**config.mk**
```make
export PLATFORM = sky130hd
export DESIGN_NAME = instr_fetch_unit
export DESIGN_NICKNAME = d
export VERILOG_FILES = /design/src/rtl/instr_fetch_unit.sv
export SDC_FILE = /design/constraint.sdc
export NUM_CORES = 1
export LEC_CHECK = 0
export ABC_CLOCK_PERIOD_IN_PS = 8400
export CAP_MARGIN = 10
export CORE_ASPECT_RATIO = 1.5
export CORE_MARGIN = 3
export CORE_UTILIZATION = 52
export CTS_CLUSTER_DIAMETER = 150
export DETAILED_ROUTE_END_ITERATION = 8
export PLACE_DENSITY = 0.83
export REMOVE_ABC_BUFFERS = 1
export SLEW_MARGIN = 15
export SYNTH_ARGS = -nofsm -noshare
export SYNTH_HDL_FRONTEND = slang
export SYNTH_SLANG_ARGS = --single-unit
```
**constraint.sdc**
```tcl
create_clock -name clk -period 8.4 [get_ports clk]
set_clock_uncertainty 0.1 [all_clocks]
set_input_delay 1.68 -clock clk [delete_from_list [all_inputs] [get_ports clk]]
set_output_delay 1.68 -clock clk [all_outputs]
set_load 0.03 [all_outputs]
```
**src/rtl/instr_fetch_unit.sv**
```systemverilog
// Instruction fetch front end: PC, prefetch queue and decode valid/ready handshake.
// Optional IFU_PERF_CNT_EN adds fetched/flushed event counters.
module instr_fetch_unit #(
  parameter int unsigned QDEPTH     = 2,
  parameter int unsigned IMEM_WORDS = 128,
  parameter logic [31:0] RESET_PC   = 32'd0
) (
  input  logic        clk,
  input  logic        rsta,
  output logic [31:0] imem_addr,
  input  logic [31:0] imem_data,
  output logic        dec_valid,
  input  logic        dec_ready,
  output logic [31:0] dec_instr,
  output logic [31:0] dec_pc,
  input  logic        redir_valid,
  input  logic [31:0] redir_target,
  output logic        fetch_fault
`ifdef IFU_PERF_CNT_EN
  ,
  output logic [31:0] perf_fetched,
  output logic [31:0] perf_flushed
`endif
);

  localparam int unsigned PTR_W = (QDEPTH > 1) ? $clog2(QDEPTH) : 1;
  localparam int unsigned CNT_W = PTR_W + 1;
  localparam logic [CNT_W-1:0] FULL_CNT = CNT_W'(QDEPTH);
  localparam logic [31:0]      MEM_LIMIT = 32'(IMEM_WORDS);

  typedef struct packed {
    logic [31:0] instr;
    logic [31:0] pc;
  } q_entry_t;

  q_entry_t         q_mem_q [QDEPTH];
  logic [PTR_W-1:0] rd_q, rd_d;
  logic [PTR_W-1:0] wr_q, wr_d;
  logic [CNT_W-1:0] cnt_q, cnt_d;
  logic [31:0]      pc_q, pc_d;
  logic             fault_q, fault_d;

  logic pop_c;
  logic full_c;
  logic try_fetch_c;
  logic in_range_c;
  logic push_c;

  // Handshake and fetch qualification; redirect overrides both push and pop.
  always_comb begin
    pop_c       = (cnt_q != '0) && dec_ready && !redir_valid;
    full_c      = (cnt_q == FULL_CNT);
    try_fetch_c = !redir_valid && !fault_q && (!full_c || pop_c);
    in_range_c  = (pc_q < MEM_LIMIT);
    push_c      = try_fetch_c && in_range_c;
  end

  // Next-state for PC, pointers, occupancy and fault flag.
  always_comb begin
    pc_d    = pc_q;
    rd_d    = rd_q;
    wr_d    = wr_q;
    cnt_d   = cnt_q;
    fault_d = fault_q;
    if (redir_valid) begin
      pc_d    = redir_target;
      rd_d    = '0;
      wr_d    = '0;
      cnt_d   = '0;
      fault_d = 1'b0;
    end else begin
      if (try_fetch_c && !in_range_c) begin
        fault_d = 1'b1;
      end
      if (push_c) begin
        pc_d = pc_q + 32'd1;
        wr_d = wr_q + PTR_W'(1);
      end
      if (pop_c) begin
        rd_d = rd_q + PTR_W'(1);
      end
      case ({push_c, pop_c})
        2'b10:   cnt_d = cnt_q + CNT_W'(1);
        2'b01:   cnt_d = cnt_q - CNT_W'(1);
        default: cnt_d = cnt_q;
      endcase
    end
  end

  always_ff @(posedge clk) begin
    if (rsta) begin
      pc_q    <= RESET_PC;
      rd_q    <= '0;
      wr_q    <= '0;
      cnt_q   <= '0;
      fault_q <= 1'b0;
    end else begin
      pc_q    <= pc_d;
      rd_q    <= rd_d;
      wr_q    <= wr_d;
      cnt_q   <= cnt_d;
      fault_q <= fault_d;
    end
  end

  // Queue storage is cleared on reset so the head reads as zero until the first push.
  always_ff @(posedge clk) begin
    if (rsta) begin
      for (int i = 0; i < int'(QDEPTH); i++) begin
        q_mem_q[i] <= '0;
      end
    end else if (push_c) begin
      q_mem_q[wr_q] <= '{instr: imem_data, pc: pc_q};
    end
  end

  assign imem_addr   = pc_q;
  assign dec_valid   = (cnt_q != '0);
  assign dec_instr   = q_mem_q[rd_q].instr;
  assign dec_pc      = q_mem_q[rd_q].pc;
  assign fetch_fault = fault_q;

`ifdef IFU_PERF_CNT_EN
  logic [31:0] fetched_q;
  logic [31:0] flushed_q;

  // Event counters wrap naturally at 2^32.
  always_ff @(posedge clk) begin
    if (rsta) begin
      fetched_q <= '0;
      flushed_q <= '0;
    end else begin
      if (push_c) begin
        fetched_q <= fetched_q + 32'd1;
      end
      if (redir_valid) begin
        flushed_q <= flushed_q + 32'(cnt_q);
      end
    end
  end

  assign perf_fetched = fetched_q;
  assign perf_flushed = flushed_q;
`endif

endmodule

```
### Yosys cells after proc, flatten, opt, wreduce, memory -nomap -nowiden

Memories as Yosys holds them, arrays and structs flattened. A register that Yosys moved wholly into a read port is not among the register bits.
Index checks and enable logic that the tools add are counted.

| operators by class | value |
|---|---|
| mux-type cells | 13 |
| add/sub/neg operators | 5 |
| $lt $le $gt $ge | 1 |
| reductions and logical operators | 16 |
| equality and inequality tests | 3 |

Operators with widths:

| operator | count |
|---|---|
| 2-to-1 mux 32 bit | 2 |
| 2-to-1 mux 64 bit | 1 |
| OR reduction 64 bit | 1 |
| adder 32 x 1 -> 32 bit, second input constant | 1 |
| < comparator 32 x 8 -> 1 bit, second input constant | 1 |
| 2-to-1 mux 1 bit | 9 |
| logical AND 1 bit | 6 |
| nonzero test 2 bit | 3 |
| == test 2 bit, second input constant | 2 |
| logical NOT 1 bit | 4 |
| one-hot mux 2 bit (2 select lines) | 1 |
| adder 1 bit, second input constant | 2 |
| adder 2 x 1 -> 2 bit, second input constant | 1 |
| == test 2 x 1 -> 1 bit, second input constant | 1 |
| OR reduction 2 bit | 1 |
| subtractor 2 x 1 -> 2 bit, second input constant | 1 |
| logical OR 1 bit | 1 |

| word-level totals | value |
|---|---|
| input bits | 68 |
| logic and storage cells | 44 |
| output and inout bits | 98 |
| memories | 1 |
| bits in writable memories | 128 |
| register bits | 37 |

Memory list:

| memory | depth | bits a word | rd ports | clocked after memory_dff | write ports | RTL line | text |
|---|---|---|---|---|---|---|---|
| q_mem_q | 2 | 64 | 1 | 1 | 2 | 36 | `q_entry_t q_mem_q [QDEPTH];` |

### Depth between registers and ports, before layout

Gate-level depths: netlist of run 1.

| logic depth | value |
|---|---|
| word-level depth | 11 |
| depth in mapped cells | 8 |
| depth with buffers taken out | 7 |

### Worst setup path after synthesis of run 1

No wires, ideal clock.

| timing | value |
|---|---|
| path kind | input-to-reg |
| start point | input dec_ready |
| end point | memory q_mem_q[1][0] in the netlist's numbering (enable) |
| stages | 5 |
| slack | 2491 ps |
| arrival time | 5310 ps |
| cells stage by stage | or3b_4 -> and4_2 -> buf_2 -> nand3_1 -> o21bai_1 |

RTL lines:

| item | RTL line | text |
|---|---|---|
| start, declared | 13 | `input logic dec_ready,` |
| end, declared | 36 |  |

==> results of run 1 <==
cells in the final DEF (no fill, tap or decap), drive strengths merged, types with 2 or more instances in the layout:
cell,Yosys,routed
nand3b,2,2
a311oi,3,3
clkdlybuf4s50,0,165
o21ai,3,3
dfxtp,38,38
inv,4,9
nand3,6,6
clkbuf,15,17
a22o,14,14
and4,4,4
mux2i,12,12
or2,3,3
nor3,4,4
nand2,7,7
a21oi,4,4
edfxtp,128,128
nor2,24,24
mux2,64,64
buf,11,6
a31oi,2,2
nor4,10,10
ha,2,2
or3,2,2
conb,1,50
nand4,4,4
clkinvlp,0,5
and2,78,78
xor2,2,2
clkinv,0,5
worst paths after layout:
| check | depth (start not counted) | startpoint | end |
|---|---|---|---|
| max | 3 | flop | dec_pc[1] |
| min | 2 | fetch_fault$_SDFFE_PP0P_ | fetch_fault$_SDFFE_PP0P_ |
| max reg2reg | 5 | imem_addr[7]$_SDFFE_PP0P_ | q_mem_q[0][50]$_SDFFCE_PN0P_ |
| min reg2reg | 2 | fetch_fault$_SDFFE_PP0P_ | fetch_fault$_SDFFE_PP0P_ |
through the flow:
stage	power, mW	hold slack (ns)	setup WS, ns
2_1_floorplan	1.05	0.362	2.56
3_3_place_gp	1.15	0.359	4.01
3_5_place_dp	1.16	0.388	3.95
4_1_cts	1.86	0.397	4.13
5_1_grt	1.92	0.413	4.07
6_report	1.85	0.399	4.18
worst register-to-register path, stage by stage (launching register included):
cell and delay [ns]:
dfxtp_1 0.34, nor4_1 0.45, nand4_1 0.53, nor4_1 0.44, or2_2 0.17, buf_4 0.67
layout make-up:
cell class / instances / area (µm²) / share of cell area (%)
clock buffers: 17 / 425 / 4.54
clock inverters: 15 / 123 / 1.31
flip-flops and latches: 166 / 4610 / 49.2
inverters: 4 / 15.0 / 0.160
well taps: 156 / 195 / 2.08
multi-input cells: 313 / 2310 / 24.6
repair buffers: 171 / 1700 / 18.1
report_power, final:
group | internal, mW | leakage (nW) | switching [mW]
logic | 0.0920 | 1.62 | 0.109
clock network | 0.384 | 0.252 | 0.324
registers | 0.922 | 1.61 | 0.0183
metal layers:
| metal | wire length (µm) | GRT usage [%] | vias up |
|---|---|---|---|
| li1 | - | - | 2076 |
| met2 | 7900 | 37.3 | 169 |
| met3 | 1010 | 6.88 | 26 |
| met4 | 325 | 6.77 | 0 |
| met5 | 0 | 0 | - |
| met1 | 5410 | 22.6 | 2166 |
Yosys cell counts (all sizes together), types with 6 or more instances:
cell type,instances,area share [%]
a22o,14,1.8
mux2,64,11
edfxtp,128,56
nor2,24,1.3
mux2i,12,1.8
nand3,6,0.44
and2,78,7.4
buf,11,1.0
clkbuf,15,0.82
nor4,10,1.4
dfxtp,38,11
nand2,7,0.38
cells by family after synthesis:
group           Yosys count
compound gates           34
xor+xnor                  3
fa+ha+maj                 2
buf+inv                  30
flops                   166
mux                      76
other cells               1
simple gates            148
registers in the layout (all words and copies together) (netlist names), named ones only:
| signal | count |
|---|---|
| q_mem_q | 128 |
| cnt_q | 2 |
| rd_q | 1 |
| wr_q | 1 |
| imem_addr | 32 |
| fetch_fault | 1 |
==> flow_metrics.tcl, run 1 <==
set metrics [dict create \
    yosys.area_share.simple_pct 13.6 \
    synth_xor_area_share_pct 0.384 \
    crit_arrival_ns 2.44 \
    cap_violations 0 \
    place_area_um2 8820 \
    end_kind "primary output" \
    h-tree-depth 4 \
    clk_latency_ns 0.41 \
    crit_chain "buf_4, mux2_2, clkdlybuf4s50_1" \
    drt_iter0_drc 175 \
    leakage_nw 3.48 \
    worst_pin_slew_ns 1.07 \
    drive_above_1_share_pct 19.5 \
    yosysUniqueCellTypes 49 \
    synth_cells 460 \
    dp_hpwl_um 9760 \
    synthMuxAreaShare_pct 12.3 \
    areaGrowthSynthToFinish_pct 36.9 \
    r2r_slack_ns 5.30 \
    slowest_stage "buf_4" \
    ir_drop_v 0.000135 \
    routed_wirelength_um 14600 \
    async_flop_share_pct 0 \
    crit_family "buffers and inverters" \
    final-hold-violation-count 0 \
    cts_tree "done" \
    synth_edf_count 128 \
    yosysSeqAreaShare_pct 67.3 \
    crit_fanout 64 \
    synth.ff_latch_count 166 \
    nets 743 \
    dieWidth_um 99.7 \
    final_cell_area_um2 9370 \
    grt_first_pass_wirelength_um 23600 \
    syn_area_per_cell_um2 14.9 \
    final_util_pct 73.8 \
    hold_path.class "reg -> reg" \
    setup_violations 0 \
    place_inst 810 \
    grt_pass1_vias 4726 \
    antenna_found_initial 0 \
    synth_fa_ha_area_share_pct 0.366 \
    ios 166 \
    drv_slew 0 \
    drtPass1Iterations 6 \
    viasPerCell 5.27 \
    clockBufferDepth 2 \
    diodes 0 \
    crit_path_start_kind "flop" \
    power.density_nw_per_um2 197 \
    ctsResizeCount 0 \
    overflow 0 \
    portBuffers 165 \
    cts_root_buf "clkbuf_16" \
    vias 4437 \
    fp-row-count 50 \
    max_freq_ghz 0.237 \
    fin_crit_ns 4.22 \
    postCtsSetupBuffers 0 \
    synth_top_family_by_area "simple AND/OR/NAND/NOR gates" \
    gp_congestion 0.795 \
    critPathBufInv 2 \
    cts_sinks 166 \
    initial_core_util_pct 53.9 \
    post-route-period-util_pct 50.2 \
    final.setup.tns_ns 0 \
    critPathKind "reg -> out" \
    cts_made_buffers 17 \
    yosys_warnings 0 \
    synth-main-ff-cell "edfxtp_1" \
    drc_errors 0 \
    ant_nets 0 \
    wl_per_cell_um 17.4 \
    dieArea_um2 14600 \
    maxSlewHeadroom_pct 28.6 \
    cts_hold_buf 0 \
    core_um2 12700 \
    outcome "completed" \
    synth_compound_area_share_pct 3.97 \
    rsz0062_at_grt "no" \
    mappedNetlistArea_um2 6840 \
    grt_max_degree 65 \
    die_y_um 146 \
    crit_required_ns 6.62 \
    final_cells 842 \
    filler_cell_count 807 \
    slowest_delay_ns 0.65 \
    path_clk_slew_ns 0.07 \
    grt_usage_pct 20.7 \
]
Power figures use the tool's default switching activity.
==> run 2, diff against run 1 <==
ABC_CLOCK_PERIOD_IN_PS = 3500   (was 8400)
CORE_UTILIZATION = 45   (was 52)
PLACE_DENSITY = 0.77   (was 0.83)
clock period = 3.5 ns   (was 8.4 ns; I/O delays follow)
==> run 2 against run 1 <==
Against the previous run: register-to-register slack worse by 4.6 ns; sequential power up 140%; core utilization down 9.0 points; largest power group unchanged; hold slack worse by 0.017 ns; first-iteration DRC count down 8.6%; clock power rose to 2.6 times the previous value; critical path type unchanged; die area up 15%.
==> flow_metrics.tcl, run 2 (synthesized netlist as in run 1, its figures left out) <==
set metrics [dict create \
    outcome "completed" \
    post-route-period-util_pct 83.0 \
    largest_register_ffs 128 \
    cts_hold_buf 0 \
    cts_tree "done" \
    maxSlewHeadroom_pct 43.6 \
    dieArea_um2 16800 \
    drive_above_1_share_pct 20.3 \
    holdWs_ns 0.382 \
    clk_latency_ns 0.41 \
    grt_max_degree 65 \
    postCtsSetupBuffers 0 \
    h-tree-depth 4 \
    critPathKind "reg -> out" \
    pre_cts_ws_ns 0.431 \
    power.density_nw_per_um2 482 \
    cts_sinks 166 \
    areaGrowthSynthToFinish_pct 39.4 \
    ant_nets 0 \
    filler_cell_count 1153 \
    layout_common_cells "165 x clkdlybuf4s50_1, 128 x edfxtp_1, 64 x mux2_2" \
    gp_congestion 0.767 \
    final_cells 889 \
    crit_arrival_ns 2.11 \
    ios 166 \
    ir_drop_v 0.000299 \
    grt_pass1_vias 4702 \
    drc_errors 0 \
    diodes 0 \
    vias 4358 \
    nets 750 \
    final_common_cell "clkdlybuf4s50_1" \
    max_freq_ghz 0.344 \
    crit_required_ns 2.70 \
    core_um2 14700 \
    end_kind "primary output" \
    die_y_um 157 \
    grtUsageMet2_pct 33.0 \
    dp_hpwl_um 9600 \
    antenna_found_initial 0 \
    place_inst 857 \
    path_clk_slew_ns 0.06 \
    hold_path.class "reg -> reg" \
    crit_fanout 64 \
    viasPerCell 4.90 \
    clockBufferDepth 2 \
    cap_violations 0 \
    grt_first_pass_wirelength_um 23000 \
    dieWidth_um 107 \
    final-hold-violation-count 0 \
    cts_made_buffers 17 \
    wl_per_cell_um 16.0 \
    use_met3_pct 5.58 \
    setup_violations 0 \
    p_total_mw 4.60 \
    fp-row-count 54 \
    setup_slack_ns 0.594 \
    drtPass1Iterations 4 \
    top_register "q_mem_q" \
    fin_crit_ns 2.91 \
    worst_pin_slew_ns 0.846 \
    crit_path_start_kind "flop" \
    initial_core_util_pct 46.5 \
    drv_slew 0 \
    grt_usage_pct 17.6 \
    grt_use_met1_pct 18.7 \
    overflow 0 \
    routed_wirelength_um 14200 \
    final.setup.tns_ns 0 \
    leakage_nw 3.56 \
    rsz0062_at_grt "no" \
    cts_root_buf "clkbuf_16" \
    portBuffers 165 \
    ctsResizeCount 0 \
    drt_iter0_drc 160 \
    grt.busiest_layer "met2" \
]
[run 2: cell types whose count changed in the layout (fill, tap and decap cells not counted)]
cell,delta
buf_12,+2
buf_4,+5
bufinv_16,+2
clkbuf_1,+1
clkinv_1,-1
clkinv_2,+1
clkinv_4,-3
clkinvlp_4,-3
inv_6,+2
inv_8,+1
[run 2: cell type report]
class / instances / area [µm²] / area share, %
Tap cell: 196 / 245 / 2.57
Inverter: 4 / 15.0 / 0.157
Timing Repair Buffer: 178 / 1770 / 18.6
Multi-Input combinational cell: 313 / 2310 / 24.2
Sequential cell: 166 / 4610 / 48.3
Clock buffer: 18 / 429 / 4.50
Clock inverter: 14 / 164 / 1.72
[run 2: worst max-delay path, stage by stage, from the launching register on]
cell,delay (ns)
dfxtp_2,0.34
buf_12,0.31
mux2_2,0.39
clkdlybuf4s50_1,0.61
[run 2: routing by layer]
layer / up-vias / wire (µm)
li1: 2086 / -
met1: 2119 / 5350
met2: 136 / 7740
met3: 17 / 927
met4: 0 / 177
met5: - / 0
[run 2: through the flow]
step | util (%) | cell area (µm²)
after detailed placement | 60.7 | 8950
final | 64.8 | 9540
after CTS | 64.8 | 9540
after global placement | 60.7 | 8950
after global routing | 64.8 | 9540
after floorplan | - | 6900
[run 2: path summary, 6_finish.rpt]
check	cells past startpoint	slack, ns	startpoint	endpoint
hold / removal	2	0.38	fetch_fault$_SDFFE_PP0P_	fetch_fault$_SDFFE_PP0P_
setup reg to reg	6	0.72	imem_addr[7]$_SDFFE_PP0P_	q_mem_q[0][35]$_SDFFCE_PN0P_
setup / recovery	3	0.59	flop	dec_instr[16]
hold reg to reg	2	0.38	fetch_fault$_SDFFE_PP0P_	fetch_fault$_SDFFE_PP0P_
[run 2: where the power goes]
group	total [mW]	switching [mW]	leakage, nW	internal [mW]
clock	1.85	0.777	0.287	1.07
sequential	2.26	0.0427	1.61	2.21
combinational	0.489	0.260	1.66	0.228
total	4.60	1.08	3.56	3.52
==> run 3, diff against run 2 <==
ABC_CLOCK_PERIOD_IN_PS = 2730   (was 3500)
CORE_UTILIZATION = 50   (was 45)
PLACE_DENSITY = 0.81   (was 0.77)
clock period = 2.73 ns   (was 3.5 ns; I/O delays follow)
==> run 3 against run 2 <==
Against the previous run: final cell count fell by 2.6%; clock power rose by 26%; final area rose by 1.5%; non-clock buffer count rose by 13; register-to-register slack got worse by 0.43 ns; first-iteration DRC count rose by 25%; worst setup slack got worse by 0.54 ns; via count rose by 2.5%; sequential share of layout area fell by 0.70 points; combinational power rose by 34%; highest routed layer unchanged.
==> flow_metrics.tcl, run 3 (synthesized netlist as in run 1, its figures left out) <==
set metrics [dict create \
    outcome "completed" \
    wl_per_cell_um 17.5 \
    crit_path_start_kind "flop" \
    postCtsSetupBuffers 0 \
    drt_iter0_drc 200 \
    cap_violations 0 \
    final-hold-violation-count 0 \
    drtPass1Iterations 4 \
    place_area_um2 9050 \
    ir_drop_v 0.000376 \
    dieWidth_um 102 \
    leakage_nw 3.76 \
    layout_common_cells "154 x clkdlybuf4s50_1, 128 x edfxtp_1, 64 x mux2_2" \
    routed_wirelength_um 15200 \
    critPathKind "reg -> out" \
    cts_tree "done" \
    initial_core_util_pct 51.8 \
    nets 764 \
    final_common_cell "clkdlybuf4s50_1" \
    maxSlewHeadroom_pct 43.4 \
    fp-row-count 51 \
    top_register "q_mem_q" \
    crit_fanout 21 \
    setup_violations 0 \
    drv_slew 0 \
    crit_required_ns 2.08 \
    cts_root_buf "clkbuf_16" \
    pre_cts_ws_ns -0.364 \
    power.density_nw_per_um2 608 \
    viasPerCell 5.16 \
    max_freq_ghz 0.374 \
    clockBufferDepth 2 \
    multiInputGateArea_um2 2330 \
    post-route-period-util_pct 98.0 \
    dieArea_um2 15200 \
    cts_made_buffers 17 \
    areaGrowthSynthToFinish_pct 41.5 \
    crit_arrival_ns 2.03 \
    cts_hold_buf 0 \
    gp_congestion 0.718 \
    core_um2 13200 \
    grt_max_degree 65 \
    dp_hpwl_um 10200 \
    ios 166 \
    end_kind "primary output" \
    grt_pass1_vias 4907 \
    drive_above_1_share_pct 22.1 \
    overflow 0 \
    h-tree-depth 4 \
    worst_pin_slew_ns 0.843 \
    largest_register_ffs 128 \
    path_clk_slew_ns 0.07 \
    hold_path.class "reg -> reg" \
    cts_sinks 166 \
    grt_first_pass_wirelength_um 24100 \
    grt_usage_pct 20.9 \
    clk_latency_ns 0.41 \
    antenna_found_initial 0 \
    fin_crit_ns 2.68 \
    filler_cell_count 871 \
    final_util_pct 73.3 \
    seq_area_um2 4610 \
    drc_errors 0 \
    setup_slack_ns 0.0545 \
    diodes 0 \
    rsz0062_at_grt "no" \
    ant_nets 0 \
    vias 4466 \
    portBuffers 165 \
    die_y_um 149 \
    final_cell_area_um2 9680 \
]
==> run 3: path summary, 6_finish.rpt <==
kind         slack, ns                        from  cells past startpoint                      endpoint
max               0.05                        flop                      3                    dec_pc[25]
min               0.37    fetch_fault$_SDFFE_PP0P_                      2      fetch_fault$_SDFFE_PP0P_
max reg2reg       0.29  imem_addr[10]$_SDFFE_PP0P_                      5  q_mem_q[0][59]$_SDFFCE_PN0P_
min reg2reg       0.37    fetch_fault$_SDFFE_PP0P_                      2      fetch_fault$_SDFFE_PP0P_
==> run 3: worst max-delay path: stages, from the launching register on <==
cell,delay (ns)
dfxtp_4,0.45
buf_12,0.20
mux2_2,0.36
clkdlybuf4s50_1,0.60
==> run 3: layout make-up <==
| class | count | area share, % |
|---|---|---|
| Inverter | 4 | 0.155 |
| Clock inverter | 15 | 1.65 |
| Sequential cell | 166 | 47.6 |
| Multi-Input combinational cell | 314 | 24.0 |
| Tap cell | 159 | 2.05 |
| Clock buffer | 17 | 4.39 |
| Timing Repair Buffer | 191 | 20.1 |
==> run 3: per-stage QoR <==
| step | total power, mW | TNS [ns] | instances | hold slack (ns) |
|---|---|---|---|---|
| 2_1_floorplan | 3.25 | -180.34 | 483 | 0.362 |
| 3_3_place_gp | 3.58 | -4.40 | 833 | 0.351 |
| 3_5_place_dp | 3.60 | -7.45 | 833 | 0.366 |
| 4_1_cts | 5.94 | 0 | 866 | 0.376 |
| 5_1_grt | 6.09 | 0 | 866 | 0.401 |
| 6_report | 5.89 | 0 | 866 | 0.373 |
==> run 3: what timing repair did <==
action / CTS / global route
setup endpoints to repair: 72 / 11
gates cloned: 1 / 0
hold endpoints to repair: 0 / 0
gates resized for setup: 1 / 11
pin swaps: 1 / 0
==> run 3: routing by layer <==
| metal | share of wire (%) | GRT usage, % | up-vias |
|---|---|---|---|
| met2 | 55 | 38.3 | 164 |
| met1 | 38 | 22.2 | 2148 |
| met4 | 1.5 | 7.52 | 0 |
| met3 | 5.8 | 6.36 | 20 |
| li1 | - | - | 2134 |
| met5 | 0 | 0 | - |
==> run 3: power by group <==
group	internal, mW	leakage, nW	switching (mW)
registers	2.83	1.61	0.0557
logic	0.309	1.87	0.348
clock network	1.30	0.284	1.04
total	4.44	3.76	1.45
